**src/rtl/instr_encoder.sv**
```systemverilog
`default_nettype none
// +--------------------------------------------------------------------------+
// | instr_encoder: assembles RV32I words from fields, with legality checks.  |
// | Rev 1.0                                                                  |
// +--------------------------------------------------------------------------+
module instr_encoder #(
  parameter int ERR_CNT_W = 8
) (
  input  logic                 clk,
  input  logic                 rst,
  input  logic                 in_valid,
  output logic                 in_ready,
  input  logic [6:0]           opcode,
  input  logic [4:0]           rd,
  input  logic [4:0]           rs1,
  input  logic [4:0]           rs2,
  input  logic [2:0]           funct3,
  input  logic [6:0]           funct7,
  input  logic [31:0]          imm,
  output logic                 out_valid,
  input  logic                 out_ready,
  output logic [31:0]          iword,
  output logic                 out_err,
  output logic [1:0]           err_code,
  output logic [ERR_CNT_W-1:0] err_count,
  input  logic                 cnt_clr
);

  localparam logic [6:0] C_OP_LOAD   = 7'b0000011;
  localparam logic [6:0] C_OP_IMM    = 7'b0010011;
  localparam logic [6:0] C_OP_JALR   = 7'b1100111;
  localparam logic [6:0] C_OP_SYSTEM = 7'b1110011;
  localparam logic [6:0] C_OP_STORE  = 7'b0100011;
  localparam logic [6:0] C_OP_BRANCH = 7'b1100011;
  localparam logic [6:0] C_OP_LUI    = 7'b0110111;
  localparam logic [6:0] C_OP_AUIPC  = 7'b0010111;
  localparam logic [6:0] C_OP_JAL    = 7'b1101111;
  localparam logic [6:0] C_OP_REG    = 7'b0110011;

  localparam logic [31:0] C_NOP = 32'h0000_0013;

  localparam logic [1:0] C_ERR_NONE  = 2'b00;
  localparam logic [1:0] C_ERR_RANGE = 2'b01;
  localparam logic [1:0] C_ERR_MISAL = 2'b10;
  localparam logic [1:0] C_ERR_OPC   = 2'b11;

  // True when v equals the sign-extension of its low n bits.
  function automatic logic fits_signed(input logic [31:0] v, input int unsigned n);
    logic [31:0] sh;
    sh = $signed(v) >>> (n - 1);
    return (sh == 32'h0) || (sh == 32'hFFFF_FFFF);
  endfunction

  // Stage 1: captured request fields
  logic        s1_valid_q, s1_valid_d;
  logic [6:0]  op_q, op_d;
  logic [4:0]  rd_q, rd_d;
  logic [4:0]  rs1_q, rs1_d;
  logic [4:0]  rs2_q, rs2_d;
  logic [2:0]  f3_q, f3_d;
  logic [6:0]  f7_q, f7_d;
  logic [31:0] imm_q, imm_d;

  // Stage 2: encoded result
  logic        s2_valid_q, s2_valid_d;
  logic [31:0] iword_q, iword_d;
  logic        err_q, err_d;
  logic [1:0]  code_q, code_d;

  logic [ERR_CNT_W-1:0] cnt_q, cnt_d;

  logic        s2_free;
  logic [31:0] enc_word;
  logic [1:0]  enc_code;

  always_comb begin
    enc_word = 32'h0;
    enc_code = C_ERR_NONE;
    case (op_q)
      C_OP_LOAD, C_OP_JALR, C_OP_SYSTEM: begin
        enc_word = {imm_q[11:0], rs1_q, f3_q, rd_q, op_q};
        if (!fits_signed(imm_q, 12)) enc_code = C_ERR_RANGE;
      end
      C_OP_IMM: begin
        if (f3_q == 3'b001 || f3_q == 3'b101) begin
          enc_word = {f7_q, imm_q[4:0], rs1_q, f3_q, rd_q, op_q};
          if (imm_q[31:5] != 27'h0) enc_code = C_ERR_RANGE;
        end else begin
          enc_word = {imm_q[11:0], rs1_q, f3_q, rd_q, op_q};
          if (!fits_signed(imm_q, 12)) enc_code = C_ERR_RANGE;
        end
      end
      C_OP_STORE: begin
        enc_word = {imm_q[11:5], rs2_q, rs1_q, f3_q, imm_q[4:0], op_q};
        if (!fits_signed(imm_q, 12)) enc_code = C_ERR_RANGE;
      end
      C_OP_BRANCH: begin
        enc_word = {imm_q[12], imm_q[10:5], rs2_q, rs1_q, f3_q,
                    imm_q[4:1], imm_q[11], op_q};
        if (imm_q[0]) enc_code = C_ERR_MISAL;
        else if (!fits_signed(imm_q, 13)) enc_code = C_ERR_RANGE;
      end
      C_OP_LUI, C_OP_AUIPC: begin
        enc_word = {imm_q[31:12], rd_q, op_q};
        if (imm_q[11:0] != 12'h0) enc_code = C_ERR_RANGE;
      end
      C_OP_JAL: begin
        enc_word = {imm_q[20], imm_q[10:1], imm_q[11], imm_q[19:12], rd_q, op_q};
        if (imm_q[0]) enc_code = C_ERR_MISAL;
        else if (!fits_signed(imm_q, 21)) enc_code = C_ERR_RANGE;
      end
      C_OP_REG: begin
        enc_word = {f7_q, rs2_q, rs1_q, f3_q, rd_q, op_q};
      end
      default: enc_code = C_ERR_OPC;
    endcase
    if (enc_code != C_ERR_NONE) enc_word = C_NOP;
  end

  always_comb begin
    s2_free  = !s2_valid_q || out_ready;
    in_ready = !s1_valid_q || s2_free;

    s1_valid_d = s1_valid_q;
    op_d  = op_q;
    rd_d  = rd_q;
    rs1_d = rs1_q;
    rs2_d = rs2_q;
    f3_d  = f3_q;
    f7_d  = f7_q;
    imm_d = imm_q;
    if (in_ready) begin
      s1_valid_d = in_valid;
      if (in_valid) begin
        op_d  = opcode;
        rd_d  = rd;
        rs1_d = rs1;
        rs2_d = rs2;
        f3_d  = funct3;
        f7_d  = funct7;
        imm_d = imm;
      end
    end

    // Output fields only change when the held word has left or S2 was empty.
    s2_valid_d = s2_valid_q;
    iword_d    = iword_q;
    err_d      = err_q;
    code_d     = code_q;
    if (s2_free) begin
      s2_valid_d = s1_valid_q;
      if (s1_valid_q) begin
        iword_d = enc_word;
        err_d   = (enc_code != C_ERR_NONE);
        code_d  = enc_code;
      end
    end

    cnt_d = cnt_q;
    if (cnt_clr) begin
      cnt_d = '0;
    end else if (s2_valid_q && out_ready && err_q && (cnt_q != {ERR_CNT_W{1'b1}})) begin
      cnt_d = cnt_q + 1'b1;
    end
  end

  always_ff @(posedge clk) begin
    if (rst) begin
      s1_valid_q <= 1'b0;
      op_q       <= 7'h0;
      rd_q       <= 5'h0;
      rs1_q      <= 5'h0;
      rs2_q      <= 5'h0;
      f3_q       <= 3'h0;
      f7_q       <= 7'h0;
      imm_q      <= 32'h0;
      s2_valid_q <= 1'b0;
      iword_q    <= 32'h0;
      err_q      <= 1'b0;
      code_q     <= C_ERR_NONE;
      cnt_q      <= '0;
    end else begin
      s1_valid_q <= s1_valid_d;
      op_q       <= op_d;
      rd_q       <= rd_d;
      rs1_q      <= rs1_d;
      rs2_q      <= rs2_d;
      f3_q       <= f3_d;
      f7_q       <= f7_d;
      imm_q      <= imm_d;
      s2_valid_q <= s2_valid_d;
      iword_q    <= iword_d;
      err_q      <= err_d;
      code_q     <= code_d;
      cnt_q      <= cnt_d;
    end
  end

  assign out_valid = s2_valid_q;
  assign iword     = iword_q;
  assign out_err   = err_q;
  assign err_code  = code_q;
  assign err_count = cnt_q;

endmodule
`default_nettype wire

```
**config.mk**
```make
export PLATFORM = sky130hd
export DESIGN_NAME = instr_encoder
export DESIGN_NICKNAME = d
export VERILOG_FILES = /design/src/rtl/instr_encoder.sv
export SDC_FILE = /design/constraint.sdc
export NUM_CORES = 1
export LEC_CHECK = 0
export ABC_AREA = 1
export BUFFER_PORTS_ARGS = -buffer_cell sky130_fd_sc_hd__clkbuf_2
export CORE_MARGIN = 1.5
export CORE_UTILIZATION = 55
export CTS_CLUSTER_SIZE = 8
export DETAILED_ROUTE_END_ITERATION = 16
export PLACE_DENSITY = 0.77
export SETUP_SLACK_MARGIN = 0.1
export SKIP_LAST_GASP = 1
export SYNTH_ARGS = -nofsm -noshare
export SYNTH_HDL_FRONTEND = slang
export SYNTH_SLANG_ARGS = --single-unit
```
**constraint.sdc**
```tcl
create_clock -name clk -period 4.6 [get_ports clk]
set_input_delay 0.46 -clock clk [delete_from_list [all_inputs] [get_ports clk]]
set_output_delay 0.46 -clock clk [all_outputs]
set_load 0.1 [all_outputs]
```
==> out/results.tsv <==
metric	value	unit
holdPathStages	3	
num_vias	5324	
ff2ff_path_depth	11	
drive_gt1_share	24.5	%
regArea	0.00218	sq mm
gp_congestion	0.969	
finalCriticalPeriod	2.53	ns
worstSetupStartpoint	op_q[1]	
syn-num-nets	828	
initial_core_util	57.5	%
antenna_cells	0	
worst_slack	2.07	ns
fmax	396	MHz
htreeDepth	3	
fin_tns_setup	0	ns
crit-reg2reg-launch	op_q[1]	
antenna_found_initial	0	
min_path_type	input pin to register	
hold_violations	0	
drt_pass1_iterations	5	
io_pins	114	
ys_ff_latch	109	
synth_compound_area_share	20.6	%
area_delta_synth_final	13.8	%
pre_cts_slack	2.01	ns
die_w	102	um
synth_xor_area_share	0.163	%
fillerInstances	886	
synth-seq-area-share	40.5	%
drc_errors	0	
synth_top_area_share	40.5	%
hp-start	funct7[4]	
ys_warn_count	0	
yosysTopAreaCell	dfxtp_1	
layout_commonest_cell	nand2_1	
cts_sinks	109	
grt_max_degree	56	
hpwl	11400	um
critPathRequiredTime	4.87	ns
drv_slew	0	
total_leakage_power	2.60	nW
root_buffer	clkbuf_8	
multi_input_area	0.00281	sq mm
cts_hold_buf	0	
max-cap-violations	0	
avgViaCountPerCell	5.43	
dieHeight	102	um
timing.hold.ws	0.319	ns
cts_tree	built	
syn-cell-area	0.00539	sq mm
cts.clk_slew.worst_paths	0.11	ns
worstSkewPairLatency	0.38	ns
nets	917	
ys_top_cells_by_area	dfxtp_1 (40%), nand2_1 (10%), nor2_1 (9.3%), o21ai_0 (8.5%), nand3_2 (5.4%)	
rsz0062_at_grt	false	
cts_resized	0	
die-area	0.0104	sq mm
ant_nets	0	
portBuffers	113	
cp.arrival	2.79	ns
muxShareOfSynthArea	0	%
cp_max_fo	32	
grt_pass1_vias	4955	
min_period_over_period	54.9	%
critPathCaptureType	register	
synth.avg_cell_area	7.11	sq um
ys_types	36	
post-cts-setup-buffer-count	0	
critPathKind	register to register	
grt.overflow.total	0	
status	finished clean	
routed_wl	14900	um
finish.instance_area	0.00613	sq mm
synth_top_family_by_area	simple AND/OR/NAND/NOR gates	
place_area	0.00595	sq mm
synth_cells	758	
slew_headroom	34.8	%
track_usage	29.3	%
rows	35	
synth-simple-area-share	31.0	%
setup_violations	0	
skew	0.0167	ns
drtIter0Drc	257	
power_density	302	mW/mm^2
grt_pass1_wl	23500	um
max-vdd-ir-drop	0.188	mV
synthAdderAreaFrac	0.232	%
wl_per_cell	15.1	um
layout_common_cells	nand2_1 (144), nor2_1 (134), clkbuf_2 (113)	
worst_setup_path_start_kind	register	
core_area	0.00937	sq mm
cts-buffers-inserted	9	
cts_max_path_buffers	2	
worst_slew_pin_slew	0.976	ns
[layer usage]
layer / GRT usage [%] / wire, um
met5: 0 / 0
met4: 9.38 / 283
met3: 3.83 / 742
met2: 51.5 / 7280
met1: 37.3 / 6550
[layout make-up]
class	instances	area share (%)
multi-input combinational	556	45.8
sequential	109	35.6
timing repair buffer	116	9.59
inverter	55	3.41
tap	129	2.63
clock buffer	10	2.08
clock inverter	6	0.959
[sequential cells by signal (all words and copies together) (netlist names), 2 cells and up]
register and count:
iword 32, imm_q 32, rs2_q 5, op_q 7, f7_q 7, rd_q 5
f3_q 3, err_count 8, err_code 2, rs1_q 5
[power breakdown]
part           total (mW)  switching, mW  leakage (nW)  internal [mW]
Sequential           1.04         0.0457         0.897          0.992
Combinational       0.256          0.183          1.61         0.0725
Clock               0.557          0.350        0.0898          0.207
Total                1.85          0.579          2.60           1.27
[final timing paths]
path / end / slack [ns]
setup / recovery: iword[4] / 2.07
hold / removal: f7_q[4] / 0.32
setup reg to reg: iword[4] / 2.07
hold reg to reg: imm_q[7] / 0.48
[cell families after synthesis]
group | after synthesis
buffers and inverters | 93
and+or+nand+nor | 360
AOI/OAI and AO/OA | 194
DFF | 109
xor gates and xnor gates | 1
adders and majority gates | 1
[worst max-delay path, cell delays in order, from the launching register on]
cell and delay [ns]:
dfxtp_1 0.38, nand2_2 0.10, nor3_4 0.24, nand2_1 0.37
nand2_1 0.19, nor2_2 0.07, nand2_4 0.09, nand3_4 0.10
nor2_8 0.50, nand2_1 0.09, o21ai_0 0.20, inv_1 0.06
[through the flow]
step / util (%) / instances / power [mW]
after floorplan: - / 758 / 1.24
after global placement: 63.5 / 965 / 1.31
after detailed placement: 63.5 / 965 / 1.31
after CTS: 65.5 / 981 / 1.86
after global routing: 65.5 / 981 / 1.93
final: 65.5 / 981 / 1.85
[Yosys cell counts (all sizes together)]
library cell / n
nand3b: 1
xor2: 1
a21oi: 82
o22ai: 11
clkbuf: 24
buf: 14
nor2: 138
a22oi: 6
ha: 1
nand3: 53
nor3: 7
o2111ai: 1
nand2: 152
dfxtp: 109
or2: 2
a21boi: 1
nand4: 6
inv: 55
nor4: 1
o21ai: 93
Note: power is estimated with default switching activity, not from simulation.
